File: config.mk
export PLATFORM = sky130hd
export DESIGN_NAME = operand_select_sequencer
export DESIGN_NICKNAME = d
export VERILOG_FILES = /design/src/rtl/operand_select_sequencer.sv
export SDC_FILE = /design/constraint.sdc
export NUM_CORES = 1
export LEC_CHECK = 0
export CORE_AREA = 5 5 42 44
export CTS_CLUSTER_DIAMETER = 150
export DETAILED_ROUTE_END_ITERATION = 8
export DIE_AREA = 0 0 47 49
export PLACE_DENSITY = 0.71
export SYNTH_ARGS = -nofsm -noshare
export SYNTH_HDL_FRONTEND = slang
export SYNTH_SLANG_ARGS = --single-unit
File: constraint.sdc
create_clock -name clk -period 1.9 [get_ports clk]
set_input_delay 0.285 -clock clk [delete_from_list [all_inputs] [get_ports clk]]
set_output_delay 0.285 -clock clk [all_outputs]
set_load 0.005 [all_outputs]
File: src/rtl/operand_select_sequencer.sv
// Operand-select sequencer: turns one command at a time into operand-mux selection codes,
// with I/O status polling ahead of data fetch. Optional poll timeout via OPSEQ_TIMEOUT_EN.
module operand_select_sequencer #(
  parameter int SEL_W       = 4,
  parameter int TIMEOUT_CYC = 16,
  parameter int CNT_W       = 5
) (
  input  logic             clk,
  input  logic             reset,
  input  logic             cmd_valid,
  input  logic [2:0]       cmd_op,
  output logic             cmd_ready,
  input  logic             status_ready,
  output logic [SEL_W-1:0] sel,
  output logic             sel_valid,
  output logic             done,
  output logic             err_illegal,
  output logic             timeout_err,
  output logic             busy
);

  typedef enum logic [2:0] {IDLE, ISSUE, POLL, FETCH, FIN} state_t;

  state_t           state, state_nxt;
  logic [2:0]       op, op_nxt;
  logic [CNT_W-1:0] cnt, cnt_nxt;
  logic             to_nxt;

  logic [SEL_W-1:0] sel_nxt;
  logic             sel_valid_nxt, done_nxt, err_illegal_nxt, timeout_err_nxt;
  logic             busy_nxt, cmd_ready_nxt;

  // The poll counter must be able to reach the timeout without saturating first.
  if (TIMEOUT_CYC < 1 || TIMEOUT_CYC > (1 << CNT_W) - 1) begin : g_cnt_w_check
    $error("CNT_W too narrow for TIMEOUT_CYC");
  end

  function automatic logic [SEL_W-1:0] issue_code(input logic [2:0] o);
    case (o)
      3'd0:    issue_code = SEL_W'(0);
      3'd1:    issue_code = SEL_W'(1);
      3'd2:    issue_code = SEL_W'(2);
      default: issue_code = SEL_W'(4);
    endcase
  endfunction

  always_comb begin
    state_nxt = state;
    op_nxt    = op;
    cnt_nxt   = cnt;
    to_nxt    = 1'b0;
    case (state)
      IDLE: begin
        if (cmd_valid) begin
          op_nxt  = cmd_op;
          cnt_nxt = '0;
          case (cmd_op)
            3'd0, 3'd1, 3'd2, 3'd4: state_nxt = ISSUE;
            3'd3:                   state_nxt = POLL;
            default:                state_nxt = FIN;
          endcase
        end
      end
      POLL: begin
        if (cnt != '1) cnt_nxt = cnt + CNT_W'(1);
        // Ready on the final allowed beat still wins over the timeout.
        if (status_ready) begin
          state_nxt = FETCH;
        end
`ifdef OPSEQ_TIMEOUT_EN
        else if (cnt_nxt >= CNT_W'(TIMEOUT_CYC)) begin
          state_nxt = FIN;
          to_nxt    = 1'b1;
        end
`endif
      end
      default: state_nxt = IDLE;
    endcase
  end

  // Outputs are decoded from the next state so they can be registered.
  always_comb begin
    sel_nxt         = '0;
    sel_valid_nxt   = 1'b0;
    done_nxt        = 1'b0;
    err_illegal_nxt = 1'b0;
    timeout_err_nxt = 1'b0;
    cmd_ready_nxt   = (state_nxt == IDLE);
    busy_nxt        = (state_nxt != IDLE);
    case (state_nxt)
      ISSUE: begin
        sel_nxt       = issue_code(op_nxt);
        sel_valid_nxt = 1'b1;
        done_nxt      = 1'b1;
      end
      POLL: begin
        sel_nxt       = SEL_W'(4);
        sel_valid_nxt = 1'b1;
      end
      FETCH: begin
        sel_nxt       = SEL_W'(3);
        sel_valid_nxt = 1'b1;
        done_nxt      = 1'b1;
      end
      FIN: begin
        done_nxt        = 1'b1;
        err_illegal_nxt = !to_nxt;
        timeout_err_nxt = to_nxt;
      end
      default: ;
    endcase
  end

  always_ff @(posedge clk) begin
    if (reset) begin
      state       <= IDLE;
      cnt         <= '0;
      sel         <= '0;
      sel_valid   <= 1'b0;
      done        <= 1'b0;
      err_illegal <= 1'b0;
      timeout_err <= 1'b0;
      busy        <= 1'b0;
      cmd_ready   <= 1'b1;
    end else begin
      state       <= state_nxt;
      cnt         <= cnt_nxt;
      sel         <= sel_nxt;
      sel_valid   <= sel_valid_nxt;
      done        <= done_nxt;
      err_illegal <= err_illegal_nxt;
      timeout_err <= timeout_err_nxt;
      busy        <= busy_nxt;
      cmd_ready   <= cmd_ready_nxt;
    end
  end

  // Latched opcode is data only; it is qualified by state.
  always_ff @(posedge clk) begin
    op <= op_nxt;
  end

endmodule
* Yosys cells after proc, flatten, opt, wreduce, memory -nomap -nowiden *
Index checks and enable logic that the tools add are counted.

storage, ports and cells
  flip-flop bits (word level) = 15
  input bits = 7
  output and inout bits = 10
  logic and storage cells = 38

operators by class
  equal/unequal tests = 11
  muxes and demuxes = 11
  reductions and logical operators = 8

operators by type and width
  kind                                                             count
  3-bit by 2-bit == test with 1-bit output, second input constant  6
  3-bit one-hot mux with 3 select lines                            2
  3-bit zero test                                                  4
  3-bit 2-to-1 mux                                                 4
  3-bit one-hot mux with 2 select lines                            2
  3-bit by 1-bit == test with 1-bit output, second input constant  3
  3-bit == test, second input constant                             2
  3-bit OR reduction                                               2
  4-bit OR reduction                                               1
  1-bit 2-to-1 mux                                                 3
  3-bit nonzero test                                               1

* Depth between registers and ports, before layout *
  depth in word-level cells = 8
  gate-level depth with buffers = 4
  mapped depth without buffers = 3

* Worst setup path after synthesis *
OpenSTA, ideal clock, no wires.

  path kind = register to register
  from = register state[0]
  to = register sel[1]
  setup time = 0.070 ns
  arrival = 1.555 ns
  required time = 1.830 ns
  slack = 0.275 ns
  stages on the path, launching flop included = 5
  path buffers = 1
  clock period less this slack = 1.625 ns
  path through = dfxtp_1 or4b_4 buf_6 or4b_1 a21oi_1

between the ends
  longest elaborated chain between the ends = 5
  elaborated cells between the ends (all ways) = 14
  those cells by class = eq/ne (6); mux (6); reduce/logical (2)

ends and longest elaborated chain
  item                                                                    line  text
  start, declared                                                         24    state_t state, state_nxt;
  start signal, assigned                                                  126   state <= state_nxt;
  3-bit zero test                                                         n/a
  3-bit 2-to-1 mux                                                        52    case (state)
  3-bit by 2-bit == test with 1-bit output, or another cell as far along  39    case (o)
  3-bit one-hot mux with 3 select lines                                   39
  3-bit one-hot mux with 3 select lines (*)                               90    case (state_nxt)
  end signal, assigned                                                    128   sel <= sel_nxt;
  end, declared                                                           14    output logic [SEL_W-1:0] sel,

Mark *: on every way between the ends. The rest lies on a longest branch, timed or not.
A chain may end at the register's enable or synchronous reset.

* Worst setup path after layout *
  from = input cmd_valid
  to = register sel[0]

between the ends
  longest elaborated chain between the ends = 5
  elaborated cells between the ends (all ways) = 12
  those cells by class = eq/ne (5); mux (6); reduce/logical (1)

ends and longest elaborated chain
  item                                                                    line  text
  start, declared                                                         10    input logic cmd_valid,
  3-bit 2-to-1 mux                                                        54    if (cmd_valid) begin
  3-bit 2-to-1 mux                                                        52
  3-bit by 2-bit == test with 1-bit output, or another cell as far along  39
  3-bit one-hot mux with 3 select lines                                   39
  3-bit one-hot mux with 3 select lines (*)                               90

Marked as above.

==> impl_metrics.ini <==
[die]
die_h_um = 49
dieArea_mm2 = 0.00230
row_count = 14
die_w_um = 47
start_util = 0.321
core-area_mm2 = 0.00140
pin_count = 17

[setup_path]
end_kind = flop
critPathRequiredTime_ps = 2100
cp_max_fo = 4
critical_path_arrival_ps = 1940
worst_setup_path_start_kind = input port
crit_type = input port to flop

[cts]
ctsHoldBuffers = 0
cts_bufs_inserted = 3
cts_tree = yes
cts.reportedPaths.clkPinSlew_ps = 70
cts-root-to-sink-buffers = 2
cts.repair_timing.setup_buffer_count = 0
cts.htree.levels = 1
cts.sink_count = 11
clkLatencyLatePin_ps = 270
post_cts_resized = 0
cts-root-buf = sky130_fd_sc_hd__clkbuf_4

[placement]
placement.setup.worst_slack_ps = -121
place.port_buffers = 14
dpl-instance-area_um2 = 583
routability_congestion_estimate_from_global_placement = 0.771
place.detailed.hpwl_um = 642

[global_routing]
grt_pass1_wl_um = 1250
met2_usage = 0.113
antenna_found_initial = 0
grt_start_max_net_pins = 10
busiest_layer = met2
grt_util_all_layers = 0.0820
grt_pass1_vias = 309
grt.met1_usage = 0.0800
groute.layer.met3.usage = 0.0443
grt_overflow_total = 0

[logic_synthesis]
yosys_warnings = 0
netlist-cell-type-count = 22
synth_area_per_cell_um2 = 10.0
mappedNetlistArea_um2 = 450
synth-seq-cells = 11
post_synth_inst_count = 45
synth_seq_area_share = 0.489

[cells_and_area]
final_design_area_no_fill_um2 = 609
post_route_cells_drive_above_1_share = 0.102
utilization_after_layout = 0.435
most-common-layout-cells = sky130_fd_sc_hd__clkdlybuf4s50_1 (14), sky130_fd_sc_hd__dfxtp_1 (11), sky130_fd_sc_hd__a21oi_1 (4)
area_growth_pct = 35.3
mostFrequentLayoutCell = sky130_fd_sc_hd__clkdlybuf4s50_1
antenna_cells = 0
final_nets = 67

[run]
max_cap_viol_count = 0

[timing]
timing.final.hold_violations = 0
grt_setup_unrepaired = no
max_freq_mhz = 573
final_critical_path_share_of_the_clock_period = 0.919
final_worst_clock_skew_ps = 2.61
totalNegativeSetupSlack_ps = 0
timing.final.setup_violations = 0
worst_slack_ps = 153
slew_viol_final = 0
post-route-min-period_ps = 1750

[detailed_routing]
drc = 0
drt-total-wl_um = 851
detail_route.iter0.violations = 1
vias_per_cell = 4.85
first_pass_iters = 3
antenna_viol_nets_final = 0
detail_route.wl_per_cell_um = 11.3
via_count = 364

[power_and_ir_drop]
seq_power_share = 0.520
max-vdd-ir-drop_v = 0.000443
p_clk_frac = 0.329
p_leak_nw = 0.233
pwr-share-comb = 0.151
power_per_unit_of_standard_cell_area_mw_per_mm2 = 782
internal_power_mw = 0.368
sw_frac_of_total = 0.228
net-switching-power_mw = 0.109

[run_status]
outcome = finished clean

[worst_hold_path]
class_of_the_tightest_hold_or_removal_check = flop to flop
## worst paths after layout
check | startpoint | to | slack (ps) | depth (start not counted)
setup / recovery | cmd_valid | sel[0] | 150 | 4
hold / removal | state[1] | busy | 570 | 1
setup reg to reg | state[0] | sel[0] | 280 | 3
hold reg to reg | state[1] | busy | 570 | 1
## layer usage
metal / share of wire / up-vias
met1: 0.40 / 162
met4: 0.047 / 0
met2: 0.45 / 13
li1: - / 185
met5: 0 / -
met3: 0.098 / 4
## cell families after synthesis
group	Yosys count	share of synthesized area
DFF	11	0.489
other	1	0.00833
buffers and inverters	8	0.103
and+or+nand+nor	12	0.208
AOI/OAI and AO/OA	12	0.169
adders and majority gates	1	0.0222
## power by group through the flow
stage	Clock (mW)	Sequential (mW)	Combinational [mW]
after floorplan	0	0.254	0.0393
after global placement	0	0.253	0.0718
after detailed placement	0	0.253	0.0723
after CTS	0.166	0.248	0.0727
after global routing	0.170	0.248	0.0791
final	0.157	0.248	0.0719
## through the flow
step	power (mW)	hold slack [ps]	std cells
after global placement	0.324	543	71
final	0.477	575	75
after CTS	0.486	579	75
after detailed placement	0.325	558	71
after global routing	0.497	593	75
after floorplan	0.293	431	46
## sequential cells by signal, summed over array words and instances, names as in the netlist
register,flops
busy,1
state,3
sel_valid,1
done,1
err_illegal,1
cmd_ready,1
sel,3
## synth_stat cells
| cell type | number | share of area |
|---|---|---|
| sky130_fd_sc_hd__conb_1 | 1 | 0.0083 |
| sky130_fd_sc_hd__buf_2 | 1 | 0.011 |
| sky130_fd_sc_hd__o31ai_1 | 2 | 0.033 |
| sky130_fd_sc_hd__o21a_1 | 2 | 0.033 |
| sky130_fd_sc_hd__a2111o_1 | 1 | 0.025 |
| sky130_fd_sc_hd__or4bb_2 | 1 | 0.028 |
| sky130_fd_sc_hd__and4b_1 | 1 | 0.022 |
| sky130_fd_sc_hd__and2_1 | 1 | 0.014 |
| sky130_fd_sc_hd__clkbuf_1 | 2 | 0.017 |
| sky130_fd_sc_hd__nor2_1 | 1 | 0.0083 |
| sky130_fd_sc_hd__dfxtp_1 | 11 | 0.49 |
| sky130_fd_sc_hd__o21ai_0 | 3 | 0.033 |
| sky130_fd_sc_hd__nor3_1 | 3 | 0.033 |
| sky130_fd_sc_hd__nand2_1 | 1 | 0.0083 |
| sky130_fd_sc_hd__buf_4 | 2 | 0.033 |
| sky130_fd_sc_hd__or4b_4 | 1 | 0.031 |
| sky130_fd_sc_hd__or4b_1 | 2 | 0.044 |
| sky130_fd_sc_hd__a21oi_1 | 4 | 0.044 |
| sky130_fd_sc_hd__nor4b_1 | 1 | 0.019 |
| sky130_fd_sc_hd__maj3_1 | 1 | 0.022 |
| sky130_fd_sc_hd__buf_6 | 1 | 0.025 |
| sky130_fd_sc_hd__inv_1 | 2 | 0.017 |
## critical path, stage by stage
cell and delay (ps):
sky130_fd_sc_hd__clkdlybuf4s50_1 510, sky130_fd_sc_hd__or4b_4 480, sky130_fd_sc_hd__or4b_1 510, sky130_fd_sc_hd__a21oi_1 150
## area by class of cell
class / instances / area [µm²]
clock buffer: 4 / 26.3
tap: 16 / 20.0
inverter: 2 / 7.51
timing repair buffer: 15 / 148
sequential: 11 / 220
multi-input combinational: 27 / 188
fill: 149 / 792
Power figures use the tool's default switching activity.
